File: src/rtl/pipeline_front_regs_pkg.sv
// Shared types and constants for the F/D/E pipeline registers.
package pkg_pipeline_regs;

   // Execute-stage control bundle produced by the decoder.
   typedef struct packed {
      logic       RegWrite;
      logic [1:0] ResultSrc;
      logic       MemWrite;
      logic       Jump;
      logic       Branch;
      logic [2:0] ALUControl;
      logic       ALUSrc;
   } ctrl_e_t;

   // All-zero control is a harmless bubble: no register or memory write, no branch/jump.
   localparam ctrl_e_t CTRL_E_BUBBLE = '0;

   // addi x0,x0,0 -- the canonical RISC-V no-op placed in decode on a flush.
   localparam logic [31:0] NOP_INSTR_DEF = 32'h0000_0013;

endpackage

File: src/rtl/pipeline_front_regs_stage_reg.sv
// Generic pipeline register with enable and synchronous clear to the bubble value.
module pipeline_stage_reg #(
   parameter int           W   = 32,
   parameter logic [W-1:0] RST = '0
) (
   input  logic         clk,
   input  logic         reset_n,
   input  logic         en,
   input  logic         clr,
   input  logic [W-1:0] d,
   output logic [W-1:0] q
);

   // Clear beats enable; with neither asserted the register holds its contents.
   // NOTE: the clear value is the same as the reset value, so a bubble is indistinguishable from the post-reset state.
   always_ff @(posedge clk or negedge reset_n) begin
      if (!reset_n) begin
         q <= RST;
      end else if (clr) begin
         q <= RST;
      end else if (en) begin
         // NOTE: non-blocking assignment keeps every stage sampling pre-edge values, so data advances exactly one stage per clock.
         q <= d;
      end
   end

endmodule

File: src/rtl/pipeline_front_regs.sv
// PC (F), IF/ID (D) and ID/EX (E) pipeline registers driven by the hazard unit's
// stall/flush controls, with valid tracking and saturating stall/flush counters.
module pipeline_front_regs
   import pkg_pipeline_regs::*;
#(
   parameter int              XLEN      = 32,
   parameter logic [XLEN-1:0] RESET_PC  = '0,
   parameter logic [31:0]     NOP_INSTR = NOP_INSTR_DEF,
   parameter int              CNT_W     = 16
) (
   input  logic            clk,
   input  logic            reset_n,
   input  logic            StallF,
   input  logic            StallD,
   input  logic            FlushD,
   input  logic            FlushE,
   input  logic [XLEN-1:0] PCNextF,
   input  logic [31:0]     InstrF,
   input  logic [XLEN-1:0] PCPlus4F,
   output logic [XLEN-1:0] PCF,
   output logic [31:0]     InstrD,
   output logic [XLEN-1:0] PCD,
   output logic [XLEN-1:0] PCPlus4D,
   output logic            ValidD,
   input  ctrl_e_t         CtrlD,
   input  logic [XLEN-1:0] RD1D,
   input  logic [XLEN-1:0] RD2D,
   input  logic [XLEN-1:0] ImmExtD,
   input  logic [4:0]      Rs1D,
   input  logic [4:0]      Rs2D,
   input  logic [4:0]      RdD,
   output ctrl_e_t         CtrlE,
   output logic [XLEN-1:0] RD1E,
   output logic [XLEN-1:0] RD2E,
   output logic [XLEN-1:0] ImmExtE,
   output logic [XLEN-1:0] PCE,
   output logic [XLEN-1:0] PCPlus4E,
   output logic [4:0]      Rs1E,
   output logic [4:0]      Rs2E,
   output logic [4:0]      RdE,
   output logic            ValidE,
   output logic [CNT_W-1:0] StallCount,
   output logic [CNT_W-1:0] FlushCount
);

   localparam int DW = 32 + 2 * XLEN + 1;
   localparam int EW = $bits(ctrl_e_t) + 5 * XLEN + 3 * 5 + 1;

   // Decode bubble: no-op instruction, zero PCs, not valid.
   localparam logic [DW-1:0] D_BUBBLE = {NOP_INSTR, {XLEN{1'b0}}, {XLEN{1'b0}}, 1'b0};

   logic [DW-1:0] dQ;
   logic [EW-1:0] eD;
   logic [EW-1:0] eQ;

   // Fetch PC: held while StallF, never flushed.
   pipeline_stage_reg #(.W(XLEN), .RST(RESET_PC)) uRegF (
      .clk     (clk),
      .reset_n (reset_n),
      .en      (~StallF),
      .clr     (1'b0),
      .d       (PCNextF),
      .q       (PCF)
   );

   // IF/ID: flush wins over stall, a captured instruction is always valid.
   pipeline_stage_reg #(.W(DW), .RST(D_BUBBLE)) uRegD (
      .clk     (clk),
      .reset_n (reset_n),
      .en      (~StallD),
      .clr     (FlushD),
      .d       ({InstrF, PCF, PCPlus4F, 1'b1}),
      .q       (dQ)
   );

   assign {InstrD, PCD, PCPlus4D, ValidD} = dQ;

   // ID/EX: never stalls; a flush zeroes control, operands and register indices so the
   // bubble cannot write state nor match any forwarding or load-use compare.
   assign eD = {CtrlD, RD1D, RD2D, ImmExtD, PCD, PCPlus4D, Rs1D, Rs2D, RdD, ValidD};

   pipeline_stage_reg #(.W(EW), .RST('0)) uRegE (
      .clk     (clk),
      .reset_n (reset_n),
      .en      (1'b1),
      .clr     (FlushE),
      .d       (eD),
      .q       (eQ)
   );

   assign {CtrlE, RD1E, RD2E, ImmExtE, PCE, PCPlus4E, Rs1E, Rs2E, RdE, ValidE} = eQ;

   // Saturating perf counters: count stall and execute-flush cycles, stick at all-ones.
   always_ff @(posedge clk or negedge reset_n) begin
      if (!reset_n) begin
         StallCount <= '0;
         FlushCount <= '0;
      end else begin
         if (StallF && (StallCount != {CNT_W{1'b1}})) begin
            StallCount <= StallCount + CNT_W'(1);
         end
         if (FlushE && (FlushCount != {CNT_W{1'b1}})) begin
            FlushCount <= FlushCount + CNT_W'(1);
         end
      end
   end

endmodule

File: config.mk
export PLATFORM = sky130hd
export DESIGN_NAME = pipeline_front_regs
export DESIGN_NICKNAME = d
export VERILOG_FILES = /design/src/rtl/pipeline_front_regs_pkg.sv /design/src/rtl/pipeline_front_regs_stage_reg.sv /design/src/rtl/pipeline_front_regs.sv
export SDC_FILE = /design/constraint.sdc
export NUM_CORES = 1
export LEC_CHECK = 0
export ABC_AREA = 1
export CAP_MARGIN = 20
export CORE_AREA = 2 2 224 226
export CTS_BUF_LIST = sky130_fd_sc_hd__clkbuf_4 sky130_fd_sc_hd__clkbuf_8
export DETAILED_ROUTE_END_ITERATION = 10
export DIE_AREA = 0 0 226 228
export MAX_ROUTING_LAYER = met4
export SYNTH_ARGS = -nofsm -noshare
export SYNTH_HDL_FRONTEND = slang
export SYNTH_SLANG_ARGS = --single-unit
File: constraint.sdc
create_clock -name clk -period 2.5 [get_ports clk]
set_input_delay 0.375 -clock clk [delete_from_list [all_inputs] [get_ports clk]]
set_output_delay 0.375 -clock clk [all_outputs]
set_load 0.01 [all_outputs]
Yosys cells after proc, flatten, opt, wreduce, memory -nomap -nowiden. Cells that the tools add are included.

Latch bits: 0. Input bits: 223. Bits in registers: 347. Memory bits (read-only): 0. Logic and storage cells: 15. Memories: 0. Memory bits (writable): 0. Output and inout bits: 347.

Reductions and logical operators: 2. Add/subtract/negate cells: 2. Muxes and demuxes: 3. Eq/ne operators: 3. Div/mod/pow operators: 0. Shift-type cells: 0. $lt $le $gt $ge: 0. Bitwise operators: 0. Multiply operators: 0.

Operators by type and width (count): 2-to-1 mux 97 bit (2); 2-to-1 mux 186 bit (1); adder 16 x 1 -> 16 bit (second input constant) (2); != test 16 bit (second input constant) (2); logical AND 1 bit (2); != test 2 x 1 -> 1 bit (second input constant) (1).

Depth between registers and ports, before layout.
Word-level depth: 2. Mapped depth: 10. Gate-level depth less buffers: 10.

Hierarchy. From an unflattened synthesis, not the netlist that was laid out.

Cell total of the unflattened synthesis: 1655. Area total of the unflattened synthesis: 14536.4 um^2.

Modules (own cells, without submodules): pipeline_stage_reg at uRegE (area an instance 7364.6 um^2, cells each 807, sequential area each 4654.5 um^2, instances 1); pipeline_stage_reg at uRegD (area an instance 3812.4 um^2, cells each 421, sequential area each 2431.1 um^2, instances 1); pipeline_front_regs (area an instance 2008.2 um^2, cells each 287, sequential area each 800.8 um^2, instances 1); pipeline_stage_reg at uRegF (area an instance 1351.3 um^2, cells each 140, sequential area each 800.8 um^2, instances 1).

Least setup slack after synthesis. OpenSTA, ideal clock, no wires.

Path type: reg2reg. Start point: register FlushCount[0]. End point: register FlushCount[2]. Setup slack: 1.004 ns. Library setup time: 0.074 ns. Stages on the path, launching flop included: 11. Arrival time: 1.422 ns. Required time: 2.426 ns. Clock period less this slack: 1.496 ns. Path buffers: 1. Cell sequence: dfrtp_1 ha_1 inv_1 nor2_2 nand2_1 inv_2 nand2_4 nand2_4 buf_6 nand2_1 o21ai_2.

Word-level cells in the longest chain between the ends: 2. Elaborated cells between the ends (all ways): 3. Classes of those cells: add/sub (1); eq/ne (1); reduce/logical (1).

Ends and longest elaborated chain: start: declaration (line pipeline_front_regs.sv:43) `output logic [CNT_W-1:0] FlushCount`; start signal: assignment (line pipeline_front_regs.sv:103) `FlushCount <= FlushCount + CNT_W'(1);`; branches (longest 2 deep; another with adder 16 x 1 -> 16 bit).

Parallel ways; which one is timed is not known. A chain may end at the register's enable or synchronous reset.

Worst setup path after layout.
Start point: register uRegD.q[71]. End point: output port InstrD[6].

RTL lines: start: declaration (line pipeline_front_regs_stage_reg.sv:11) `output logic [W-1:0] q`; start signal: assignment (line pipeline_front_regs_stage_reg.sv:18) `q <= RST;`; start signal: assignment (line pipeline_front_regs_stage_reg.sv:20) `q <= RST;`; start signal: assignment (line pipeline_front_regs_stage_reg.sv:23) `q <= d;`; end: declaration (line pipeline_front_regs.sv:21) `output logic [31:0] InstrD,`.

No word-level cell between the ends.

==> Flow_metrics.wiki <==
{| class="wikitable"
! Metric !! Value
|-
| Achievable clock frequency || 0.470 GHz
|-
| Largest vdd supply drop || 0.000361 V
|-
| Startpoint of the worst register-to-register path || FlushCount[0]
|-
| Number of flops mapped to enable cells by yosys || 0
|-
| RSZ-0062 raised after global routing || false
|-
| Area added between synthesis and finish || 62.5%
|-
| Leading cell types by count after synthesis || 344 x sky130_fd_sc_hd__dfrtp_1, 277 x sky130_fd_sc_hd__nand2_1, 215 x sky130_fd_sc_hd__inv_1, 215 x sky130_fd_sc_hd__nor2_1, 65 x sky130_fd_sc_hd__o21ai_0
|-
| Via count of the first global-routing pass || 10,938
|-
| Post-DRT Antenna Nets || 0
|-
| Global routing usage summed across all routing layers || 16.6%
|-
| Net count of the finished layout || 2,096
|-
| Cell accounting for the most synthesized area || sky130_fd_sc_hd__dfrtp_1
|-
| Master of the slowest instance on the critical path || sky130_fd_sc_hd__clkdlybuf4s50_1
|-
| Count of buffers from port buffering || 569
|-
| Detail-routed via count per cell || 4.04
|-
| Largest net degree at the start of global routing || 81
|-
| Synth Register Bits || 347
|-
| Critical hold path startpoint || FlushE
|-
| Master cell of the clock root buffer || sky130_fd_sc_hd__clkbuf_8
|-
| Combinational share of power || 14.7%
|-
| Area enclosed by the die boundary || 51,500 um2
|-
| Internal power component || 10.4 mW
|-
| Count of warnings emitted by yosys || 0
|-
| Switching share of power || 25.2%
|-
| Data arrival, critical path || 1.75 ns
|-
| Final setup violation count || 0
|-
| Net load switching power || 3.50 mW
|-
| Crit-path cells || clkdlybuf4s50_1
|-
| Total global routing overflow || 0
|-
| Mapped Nets || 1,500
|-
| Worst skew pair latency || 0.63 ns
|-
| Period Utilization, post-route || 85.1%
|-
| Total chip power || 13.9 mW
|-
| Wire length of the first global-routing pass || 64.1 mm
|-
| Critical path data required time || 2.12 ns
|-
| Highest fanout seen on the critical path || 2
|-
| Total CTS buffers || 59
|-
| Synthesized area || 12,700 um2
|-
| Register share of total power || 44.9%
|-
| Weighted congestion reported at the end of routability-driven placement || 0.839
|-
| Transition time of the tightest slew-check pin || 0.528 ns
|-
| Most numerous cell in the Yosys netlist || sky130_fd_sc_hd__dfrtp_1
|-
| Worst slew margin relative to its limit || 64.8%
|-
| Result of the run || finished, final reports clean
|-
| Slew Viols, Final || 0
|-
| Post-route standard cell area excluding fillers || 20,600 um2
|-
| Post-layout worst setup margin || 0.373 ns
|-
| Instance count after placement with tap cells included || 2,481
|-
| Routed WL per cell || 16.1 um
|-
| Count of routing violations after the opening detailed-route iteration || 524
|-
| Post-route clock skew || 0.0166 ns
|-
| Ports || 570
|-
| Cell type group with the largest total delay on the critical path || buffers and inverters
|-
| Setup WS pre-CTS || 0.583 ns
|-
| Register area share after synthesis || 68.6%
|-
| Routed Wire Length || 41.8 mm
|-
| Number of DRC violations after detailed routing || 0
|-
| Yosys top cell area share || 68.0%
|-
| Largest buffer count on any clock path || 3
|-
| Number of violations of the max-capacitance limit || 0
|-
| Post-synthesis instance total || 1,275
|-
| Number of antenna violations at the first check in global routing || 3
|-
| Placement Cell Area || 19,200 um2
|-
| Main synth FF type || sky130_fd_sc_hd__dfrtp_1
|-
| Relative contribution of the clock network to total power || 40.4%
|-
| Setup TNS || 0 ns
|-
| Kind of critical path || reg2out
|-
| Post-CTS setup buffer count || 0
|-
| Worst hold slack after final layout || 0.140 ns
|-
| Delay of the slowest critical-path stage || 0.60 ns
|-
| Hold Crit Class || in2reg
|-
| Chip height || 228 um
|-
| Chip Width || 226 um
|-
| Element type at the critical path end || output port
|-
| Minimum period implied by the final worst setup slack || 2.13 ns
|-
| Per-instance average area after synthesis || 9.93 um2
|-
| Startpoint kind of the worst setup timing path || register
|-
| Leakage power || 9.69 nW
|-
| Share of cells above drive strength 1 || 7.92%
|-
| Number of standard cells in the layout, taps in and fillers out || 2,593
|-
| First-pass iteration count of the detailed router || 7
|-
| Number of standard-cell rows in the floorplan || 82
|-
| Detailed placement HPWL || 30.6 mm
|-
| Clock transition at path regs || 0.06 ns
|-
| Final core utilization || 41.7%
|-
| Buffering stage count on the worst path with inverters included || 1
|-
| Filler cells || 4,745
|-
| Level count of the clock H-tree || 2
|-
| Effective utilization at floorplan || 25.7%
|-
| Total core area || 49,300 um2
|-
| Number of clock sinks seen by CTS || 347
|-
| Number of gates resized after CTS || 0
|-
| Worst setup path startpoint || uRegD.q[71]
|-
| Cell types with the largest area share after synthesis || sky130_fd_sc_hd__dfrtp_1 68%, sky130_fd_sc_hd__nand2_1 8.2%, sky130_fd_sc_hd__inv_1 6.4%, sky130_fd_sc_hd__nor2_1 6.4%, sky130_fd_sc_hd__o21ai_0 2.6%
|-
| Proportion of synthesized flip-flops having asynchronous set or reset || 100%
|-
| TritonCTS clock tree || done
|-
| Hold Violations, Final || 0
|-
| Power per standard cell area || 674 nW/um2
|-
| Vias after detailed routing || 10,470
|-
| Number of distinct standard cells referenced by the synthesized netlist || 30
|}
[layout by cell type (no fill, tap or decap), types with 2 or more instances in the layout]
cell type | netlist | routed
sky130_fd_sc_hd__buf_4 | 1 | 5
sky130_fd_sc_hd__nand2_4 | 2 | 2
sky130_fd_sc_hd__nor2_2 | 4 | 4
sky130_fd_sc_hd__diode_2 | 0 | 2
sky130_fd_sc_hd__buf_12 | 0 | 9
sky130_fd_sc_hd__clkinv_2 | 1 | 6
sky130_fd_sc_hd__clkbuf_8 | 0 | 78
sky130_fd_sc_hd__xor2_1 | 3 | 3
sky130_fd_sc_hd__inv_2 | 3 | 4
sky130_fd_sc_hd__nor3_1 | 4 | 4
sky130_fd_sc_hd__xnor2_1 | 7 | 7
sky130_fd_sc_hd__nand2_1 | 277 | 277
sky130_fd_sc_hd__nand4_1 | 14 | 14
sky130_fd_sc_hd__nand2_2 | 7 | 7
sky130_fd_sc_hd__o21ai_0 | 65 | 65
sky130_fd_sc_hd__o22a_1 | 3 | 3
sky130_fd_sc_hd__dfstp_2 | 3 | 3
sky130_fd_sc_hd__ha_1 | 2 | 2
sky130_fd_sc_hd__clkbuf_4 | 0 | 21
sky130_fd_sc_hd__inv_1 | 215 | 214
sky130_fd_sc_hd__a22o_1 | 29 | 29
sky130_fd_sc_hd__o21ai_1 | 4 | 4
sky130_fd_sc_hd__clkinvlp_4 | 0 | 2
sky130_fd_sc_hd__nand3_1 | 14 | 14
sky130_fd_sc_hd__clkdlybuf4s50_1 | 0 | 567
sky130_fd_sc_hd__nor2_1 | 215 | 213
sky130_fd_sc_hd__bufinv_16 | 0 | 2
sky130_fd_sc_hd__dfrtp_1 | 344 | 344
sky130_fd_sc_hd__nand3b_1 | 4 | 4
sky130_fd_sc_hd__nor2_4 | 3 | 5
[logic make-up (layout without fill, tap and decap cells)]
kind of cell / Yosys count / after routing / share of synthesized area (%)
AND/OR/NAND/NOR: 545 / 545 / 17.3
flip-flops: 347 / 347 / 68.6
buffers and inverters: 268 / 912 / 8.20
AO/OA/AOI/OAI: 103 / 103 / 5.05
XOR/XNOR: 10 / 10 / 0.692
adder cells (fa/ha/maj): 2 / 2 / 0.198
other: 0 / 2 / 0
[worst paths after layout]
check                                endpoint  slack (ns)  cells past startpoint
worst max-delay path                InstrD[6]        0.37                      1
worst min-delay path               uRegE.q[0]        0.14                      2
worst max register to register  FlushCount[7]        0.78                     10
worst min register to register    uRegE.q[24]        0.50                      2
max in group asynchronous         uRegD.q[14]        1.39                      3
min in group asynchronous          uRegF.q[0]        0.29                      2
[metal layers]
layer | part of all wire [%] | vias up | global-route usage (%)
li1 | - | 5018 | -
met4 | 2.0 | 0 | 4.35
met5 | 0 | - | -
met1 | 41 | 5029 | 19.7
met2 | 49 | 368 | 27.2
met3 | 8.4 | 55 | 5.28
[registers in the layout, summed over array words and instances, names as in the netlist]
signal / count
uRegE.q: 186
uRegD.q: 97
uRegF.q: 32
FlushCount: 16
StallCount: 16
[power by group through the flow]
| stage | registers, mW | logic, mW | clock network [mW] |
|---|---|---|---|
| 2_1_floorplan | 6.44 | 0.486 | 0 |
| 3_3_place_gp | 6.32 | 2.04 | 0 |
| 3_5_place_dp | 6.33 | 2.06 | 0 |
| 4_1_cts | 6.24 | 2.07 | 5.82 |
| 5_1_grt | 6.28 | 2.22 | 6.05 |
| 6_report | 6.24 | 2.04 | 5.61 |
[final cells by class]
class                   instances  area [um2]  area share [%]
multi-input cells             660        2950            14.3
clock buffers                  99        1230            5.98
repair buffers                584        5930            28.8
flip-flops and latches        347        8690            42.2
diodes                          2        5.00          0.0243
well taps                     672         841            4.09
clock inverters                10         109           0.529
inverters                     219         823            4.00
[what timing repair did]
| item | 4_1_cts | 5_1_grt |
|---|---|---|
| setup endpoints to repair | 0 | 0 |
| hold endpoints to repair | 55 | 0 |
| hold buffers | 1 | 0 |
No activity file was read; power rests on OpenSTA's default activity.
